## src/rtl/mat4_pkg.sv

```systemverilog
// Shared state encoding and default geometry for the mat4 stream host.
package mat4_pkg;

  localparam int MAT4_LANE_W = 64;
  localparam int MAT4_LANES  = 4;

  typedef enum logic [1:0] {
    LOAD  = 2'd0,
    ISSUE = 2'd1,
    WAIT  = 2'd2,
    DRAIN = 2'd3
  } state_t;

endpackage

```

## src/rtl/mat4_stream_host.sv

```systemverilog
// Loads two LANES-word operands, pulses the mat4add engine, then streams its result out word by word.
// Optional WAIT watchdog (err flag, zero result) is compiled in with MAT4_HOST_TIMEOUT_EN.
module mat4_stream_host
  import mat4_pkg::*;
#(
  parameter int LANE_W  = MAT4_LANE_W,
  parameter int LANES   = MAT4_LANES,
  parameter int TIMEOUT = 255
) (
  input  logic                    clk,
  input  logic                    rst,
  input  logic                    in_valid,
  output logic                    in_ready,
  input  logic [LANE_W-1:0]       in_data,
  output logic                    out_valid,
  input  logic                    out_ready,
  output logic [LANE_W-1:0]       out_data,
  output logic                    start,
  output logic [LANES*LANE_W-1:0] a,
  output logic [LANES*LANE_W-1:0] b,
  input  logic [LANES*LANE_W-1:0] c,
  input  logic                    done,
  output logic                    busy,
  output logic                    err
);

  // k is shared: load index (0..2*LANES-1) in LOAD, result word index in DRAIN.
  localparam logic [2:0] LAST_LOAD  = 3'(2 * LANES - 1);
  localparam logic [2:0] LAST_DRAIN = 3'(LANES - 1);

  state_t                  state, state_nxt;
  logic [2:0]              k;
  logic [2:0]              k_sel;
  logic [LANES*LANE_W-1:0] rbuf;
  logic [LANE_W-1:0]       rbuf_word;
  logic                    out_xfer;
  logic                    expired;

  assign out_xfer = out_valid && out_ready;

`ifdef MAT4_HOST_TIMEOUT_EN
  localparam int WD_W = $clog2(TIMEOUT + 1);
  logic [WD_W-1:0] wd_cnt;

  assign expired = (state == WAIT) && !done && (wd_cnt == WD_W'(TIMEOUT - 1));

  always_ff @(posedge clk) begin
    if (rst) begin
      wd_cnt <= '0;
      err    <= 1'b0;
    end else begin
      wd_cnt <= (state == WAIT) ? wd_cnt + WD_W'(1) : '0;
      if (state == ISSUE)
        err <= 1'b0;
      else if (expired)
        err <= 1'b1;
    end
  end
`else
  logic unused_timeout;
  assign unused_timeout = (TIMEOUT == 0);
  assign expired        = 1'b0;
  assign err            = 1'b0;
`endif

  always_ff @(posedge clk) begin
    if (rst) state <= LOAD;
    else     state <= state_nxt;
  end

  always_comb begin
    state_nxt = state;
    in_ready  = 1'b0;
    start     = 1'b0;
    busy      = 1'b1;
    unique case (state)
      LOAD: begin
        in_ready = 1'b1;
        busy     = 1'b0;
        if (in_valid && k == LAST_LOAD) state_nxt = ISSUE;
      end
      ISSUE: begin
        start     = 1'b1;
        state_nxt = WAIT;
      end
      WAIT:    if (done || expired) state_nxt = DRAIN;
      DRAIN:   if (out_xfer && k == LAST_DRAIN) state_nxt = LOAD;
      default: state_nxt = LOAD;
    endcase
  end

  // Prefetch the next result word so out_data changes on the same edge that accepts the current one.
  always_comb begin
    k_sel     = out_valid ? k + 3'd1 : k;
    rbuf_word = '0;
    for (int i = 0; i < LANES; i++)
      if (k_sel == 3'(i)) rbuf_word = rbuf[i*LANE_W +: LANE_W];
  end

  always_ff @(posedge clk) begin
    if (rst) begin
      k         <= '0;
      a         <= '0;
      b         <= '0;
      rbuf      <= '0;
      out_valid <= 1'b0;
      out_data  <= '0;
    end else begin
      unique case (state)
        LOAD: if (in_valid) begin
          for (int i = 0; i < LANES; i++) begin
            if (k == 3'(i))         a[i*LANE_W +: LANE_W] <= in_data;
            if (k == 3'(LANES + i)) b[i*LANE_W +: LANE_W] <= in_data;
          end
          k <= (k == LAST_LOAD) ? 3'd0 : k + 3'd1;
        end
        WAIT: begin
          if (done)         rbuf <= c;
          else if (expired) rbuf <= '0;
        end
        DRAIN: begin
          if (!out_valid) begin
            out_valid <= 1'b1;
            out_data  <= rbuf_word;
          end else if (out_ready) begin
            if (k == LAST_DRAIN) begin
              out_valid <= 1'b0;
              k         <= 3'd0;
            end else begin
              k        <= k + 3'd1;
              out_data <= rbuf_word;
            end
          end
        end
        default: ;
      endcase
    end
  end

endmodule

```

## config.mk

```make
export PLATFORM = sky130hd
export DESIGN_NAME = mat4_stream_host
export DESIGN_NICKNAME = d
export VERILOG_FILES = /design/src/rtl/mat4_pkg.sv /design/src/rtl/mat4_stream_host.sv
export SDC_FILE = /design/constraint.sdc
export NUM_CORES = 2
export LEC_CHECK = 0
export ABC_AREA = 1
export CELL_PAD_IN_SITES_DETAIL_PLACEMENT = 0
export CELL_PAD_IN_SITES_GLOBAL_PLACEMENT = 1
export CORE_AREA = 4 4 347 349
export DETAILED_ROUTE_END_ITERATION = 12
export DIE_AREA = 0 0 351 353
export PLACE_DENSITY = 0.76
export SYNTH_ARGS = -nofsm -noshare
export SYNTH_HDL_FRONTEND = slang
export SYNTH_SLANG_ARGS = --single-unit
```

## constraint.sdc

```tcl
create_clock -name clk -period 1.8 [get_ports clk]
set_input_delay 0.18 -clock clk [delete_from_list [all_inputs] [get_ports clk]]
set_output_delay 0.18 -clock clk [all_outputs]
set_load 0.02 [all_outputs]
```

Word-level counts from Yosys, hierarchy flattened
Cells that the tools add are included.
{"block": "word_totals", "out_inout_bits": 581, "inputBits": 325, "register_bits": 838}
{"block": "op_classes", "n_eq_ne": 21, "reduce_logical": 19, "n_addsub": 1, "mux": 24}
{"op": "64-bit 2-to-1 mux", "count": 7}
{"op": "3-bit AND reduction", "count": 10}
{"op": "3-bit 2-to-1 mux", "count": 6}
{"op": "2-bit inequality test (second input constant)", "count": 7}
{"op": "3-bit by 2-bit equality test with 1-bit output (second input constant)", "count": 4}
{"op": "3-bit equality test (second input constant)", "count": 4}
{"op": "2-bit case mux with 4 select lines", "count": 1}
{"op": "3-bit by 1-bit equality test with 1-bit output (second input constant)", "count": 2}
{"op": "3-bit zero test", "count": 2}
{"op": "1-bit 2-to-1 mux", "count": 6}
{"op": "2-bit 2-to-1 mux", "count": 3}
{"op": "3-bit case mux with 2 select lines", "count": 1}
{"op": "2-bit equality test (second input constant)", "count": 2}
{"op": "4-bit AND reduction", "count": 1}
{"op": "3-bit by 1-bit adder with 3-bit output (second input constant)", "count": 1}
{"op": "1-bit logical AND", "count": 3}
{"op": "2-bit by 1-bit equality test with 1-bit output (second input constant)", "count": 1}
{"op": "2-bit zero test", "count": 1}
{"op": "2-bit by 1-bit inequality test with 1-bit output (second input constant)", "count": 1}
{"op": "2-bit AND reduction", "count": 1}
{"op": "2-bit nonzero test", "count": 1}

Logic depth before layout (Yosys ltp)
{"block": "depth", "word_depth": 10, "ltp_mapped": 12, "mapped_depth_nobuf": 10}

Worst setup path before layout
OpenSTA, ideal clock, no wires.
{"block": "synth_timing", "kind": "reg2reg", "from": "register k[0]", "to": "register out_data[54]", "setup_time_ps": 117, "path_slack_ps": 6, "t_required_ps": 1683, "stages_incl_launch_ff": 13, "arrival_time_ps": 1677, "path_cell_list": "dfxtp_1 > ha_1 > ha_1 > inv_1 > nand2_1 > nand2_2 > nor2_1 > buf_4 > buf_4 > nand3_1 > nand3_1 > nor2_1 > nor2_1"}
{"block": "synth_between", "elab_chain_len": 10}
{"element": "start: declaration", "line_no": "mat4_stream_host.sv:32", "text": "logic [2:0] k;"}
{"element": "start signal: assignment", "line_no": "mat4_stream_host.sv:115", "text": "k <= (k == LAST_LOAD) ? 3'd0 : k + 3'd1;"}
{"element": "start signal: assignment", "line_no": "mat4_stream_host.sv:130", "text": "k <= k + 3'd1;"}
{"element": "3-bit by 1-bit adder with 3-bit output", "line_no": "mat4_stream_host.sv:94", "text": "k_sel = out_valid ? k + 3'd1 : k;"}
{"element": "3-bit 2-to-1 mux", "line_no": "mat4_stream_host.sv:94"}
{"element": "3-bit zero test", "line_no": "mat4_stream_host.sv:97", "text": "if (k_sel == 3'(i)) rbuf_word = rbuf[i*LANE_W +: LANE_W];"}
{"element": "64-bit 2-to-1 mux (4 in series)", "line_no": "mat4_stream_host.sv:97"}
{"element": "64-bit 2-to-1 mux", "line_no": "mat4_stream_host.sv:126", "text": "if (k == LAST_DRAIN) begin"}
{"element": "64-bit 2-to-1 mux", "line_no": "mat4_stream_host.sv:125", "text": "end else if (out_ready) begin"}
{"element": "64-bit 2-to-1 mux", "line_no": "mat4_stream_host.sv:122", "text": "if (!out_valid) begin"}
{"element": "end signal: assignment", "line_no": "mat4_stream_host.sv:124", "text": "out_data <= rbuf_word;"}
{"element": "end signal: assignment", "line_no": "mat4_stream_host.sv:131", "text": "out_data <= rbuf_word;"}
{"element": "end: declaration", "line_no": "mat4_stream_host.sv:17", "text": "output logic [LANE_W-1:0] out_data,"}
Parallel ways exist; a longest one is shown, timed or not. The select of a mux whose other input is x is not followed.
A chain may end at the register's enable or synchronous reset.

Worst setup path after layout
{"block": "layout_timing", "from": "register k[1]", "to": "register out_data[2]"}
Same word-level chain as after synthesis.

==> run summary <==
Fmax: 0.507 GHz
Final WL: 162000 um
Vias per Instance: 4.86
Slew headroom: 0.399
CP Cell Sequence: ha_4 > ha_4 > inv_2 > nand2_2 > nand2_4 > nor3_4 > buf_12 > buf_8 > buf_12 > nand2_2 > nand3_2 > nor2_2 > nor2_2
Worst VDD drop: 819 uV
Total grt overflow: 0
Gr usage total: 0.234
Crit-path max FO: 8
Routed Antenna Nets: 0
Worst setup path class: reg2reg
CP max stage cell: dfxtp_4
Leak: 22.5 nW
Violated checks: negative setup slack
Tightest Hold Check Type: in2reg
Clk buf depth: 3
Chip width: 351 um
Met1 Use GR: 0.295
Final Critical Period: 1970 ps
Depth of the CTS H-tree: 3
WHS: 130 ps
Synth cell types: 26
Drt pass-1 iters: 6
CP Capture Type: flip-flop
Seq cells post-synth: 838
CP peak stage delay: 350 ps
Via count of the first global-routing pass: 30800
YS warnings: 0
Final setup fails: 122
Mapped Area: 31100 um2
Worst skew pair latency: 690 ps
Period utilisation layout: 1.10
Routed length per instance: 24.1 um
RSZ-0062 raised after global routing: yes
Total Nets Final: 5422
I/O Buffers: 904
MaxCap Viol Count: 0
Met2 Track Usage GR: 0.377
Setup WS post-layout: -173 ps
Sequential cell area fraction in the yosys report: 0.540
Row count: 126
CTS buffer count: 95
Worst EP required: 2390 ps
Post-route cell area: 49500 um2
Initial antenna violation count: 23
IO Count: 906
Endpoints failing hold: 0
Met3 usage: 0.0765
Synthesized Nets: 4465
Clock Tree Root: clkbuf_16
CP startpoint kind: flip-flop
P per Cell Area: 1390 nW/um2
DP Wirelength: 101000 um
Layout Cells excl Fill: 6710
CTS tree: done
Die area: 124000 um2
Die H: 353 um
Vias: 32600
Core outline area: 117000 um2
Syn avg cell area: 7.53 um2
Clock slew at reported path FFs: 60 ps
Worst-margin pin slew: 902 ps
Max Slew Vio Count: 0
Setup_tns: -9430 ps
Skew final: 47.7 ps
Starting density of the core: 0.265
Clock Sinks: 838
Initial drt markers: 2703
Worst EP arrival: 2570 ps
DRC: 0
Layout cells sized above 1: 0.151
Most Used Layer, Global Route: met2
Placed instance area: 43100 um2
Largest net degree at the start of global routing: 130
Wire length of the first global-routing pass: 217000 um
Outcome: finished, violations left
Area Growth Syn to Fin: 59.3%
RePlAce Congestion: 0.844
Placed Instances: 6397
Syn Inst Count: 4129
-- what timing repair did --
item | 4_1_cts | 5_1_grt
hold buffers | 1 | 0
setup endpoints to repair | 902 | 497
endpoints found under the hold margin | 23 | 0
setup buffers | 42 | 31
gates cloned | 31 | 33
gates resized for setup | 842 | 274
pin swaps | 70 | 90
-- kinds of logic after synthesis --
| family | count (synthesis) | synth area share |
|---|---|---|
| other cells | 1 | 0.000121 |
| fa+ha+maj | 11 | 0.00443 |
| buf+inv | 467 | 0.0642 |
| flops | 838 | 0.540 |
| compound gates | 977 | 0.158 |
| simple gates | 1835 | 0.234 |
-- Yosys cell counts --
| master | number | area, um2 |
|---|---|---|
| a21oi_1 | 197 | 986 |
| buf_1 | 7 | 26.3 |
| buf_2 | 68 | 340 |
| buf_4 | 16 | 120 |
| buf_6 | 2 | 22.5 |
| clkbuf_1 | 220 | 826 |
| clkbuf_2 | 65 | 325 |
| clkinv_1 | 1 | 3.75 |
| conb_1 | 1 | 3.75 |
| dfxtp_1 | 838 | 16800 |
| ha_1 | 11 | 138 |
| inv_1 | 78 | 293 |
| inv_2 | 10 | 37.5 |
| nand2_1 | 276 | 1040 |
| nand2_2 | 3 | 18.8 |
| nand2_4 | 2 | 22.5 |
| nand3_1 | 259 | 1300 |
| nand3_2 | 1 | 10.0 |
| nor2_1 | 1286 | 4830 |
| nor3_1 | 4 | 20.0 |
| nor3_2 | 3 | 30.0 |
| nor3_4 | 1 | 16.3 |
| o211ai_1 | 2 | 15.0 |
| o21ai_0 | 639 | 3200 |
| o21ai_1 | 138 | 691 |
| o31a_1 | 1 | 8.76 |
-- routing by layer --
layer  up-vias  share of wire
met1     15600           0.40
li1      15300              -
met2      1487           0.46
met4         6          0.034
met5         -        0.00025
met3       239           0.10
-- sequential cells by signal, indices dropped and copies added (netlist names) --
| signal | count |
|---|---|
| out_valid | 1 |
| k | 3 |
| rbuf | 256 |
| b | 256 |
| out_data | 64 |
| state | 2 |
| a | 256 |
-- path summary, 6_finish.rpt --
check / startpoint / to / slack [ps] / cells past startpoint
hold reg to reg: rbuf[205]$_SDFFE_PP0P_ / rbuf[205]$_SDFFE_PP0P_ / 460 / 2
setup / recovery: k[1]$_SDFFE_PP0P_ / out_data[2]$_SDFFE_PP0P_ / -170 / 13
hold / removal: c[39] / rbuf[39]$_SDFFE_PP0P_ / 130 / 3
setup reg to reg: k[1]$_SDFFE_PP0P_ / out_data[2]$_SDFFE_PP0P_ / -170 / 13
-- per-stage QoR --
step                      setup WS (ps)  total power [mW]  utilization
final                              -173              69.0        0.422
after global routing               -244              71.9        0.422
after CTS                          -118              67.3        0.405
after detailed placement           -208              44.6        0.367
after global placement             -233              44.5        0.367
after floorplan                    5.78              33.3            -
-- critical path, delay by kind of cell (launching register included) --
family | cells | cell delay [ps]
buf+inv | 4 | 440
simple gates | 7 | 670
fa+ha+maj | 2 | 440
flops | 1 | 350
-- cell usage in the layout (no fill, tap or decap), types with 102 or more instances in the layout --
cell | netlist | layout
nand3_1 | 259 | 192
o21ai_0 | 639 | 571
nor2_1 | 1286 | 1246
buf_4 | 16 | 113
o21ai_1 | 138 | 171
nand2_1 | 276 | 201
buf_12 | 0 | 102
a21oi_1 | 197 | 172
dlygate4sd2_1 | 0 | 573
clkdlybuf4s50_1 | 0 | 326
dfxtp_1 | 838 | 832
clkbuf_16 | 0 | 121
-- cell type report --
class | instances | area [um2]
clock inverter | 31 | 448
clock buffer | 141 | 2800
antenna | 13 | 32.5
multi-input combinational | 2824 | 13500
inverter | 89 | 448
timing repair buffer | 1238 | 13600
fill | 11700 | 67900
tap | 1536 | 1920
sequential | 838 | 16800
-- power breakdown --
group	internal [mW]	switching, mW
Sequential	21.6	1.65
Combinational	10.4	15.2
Clock	11.8	8.39
Total	43.8	25.2
Note: power is estimated with default switching activity, not from simulation.
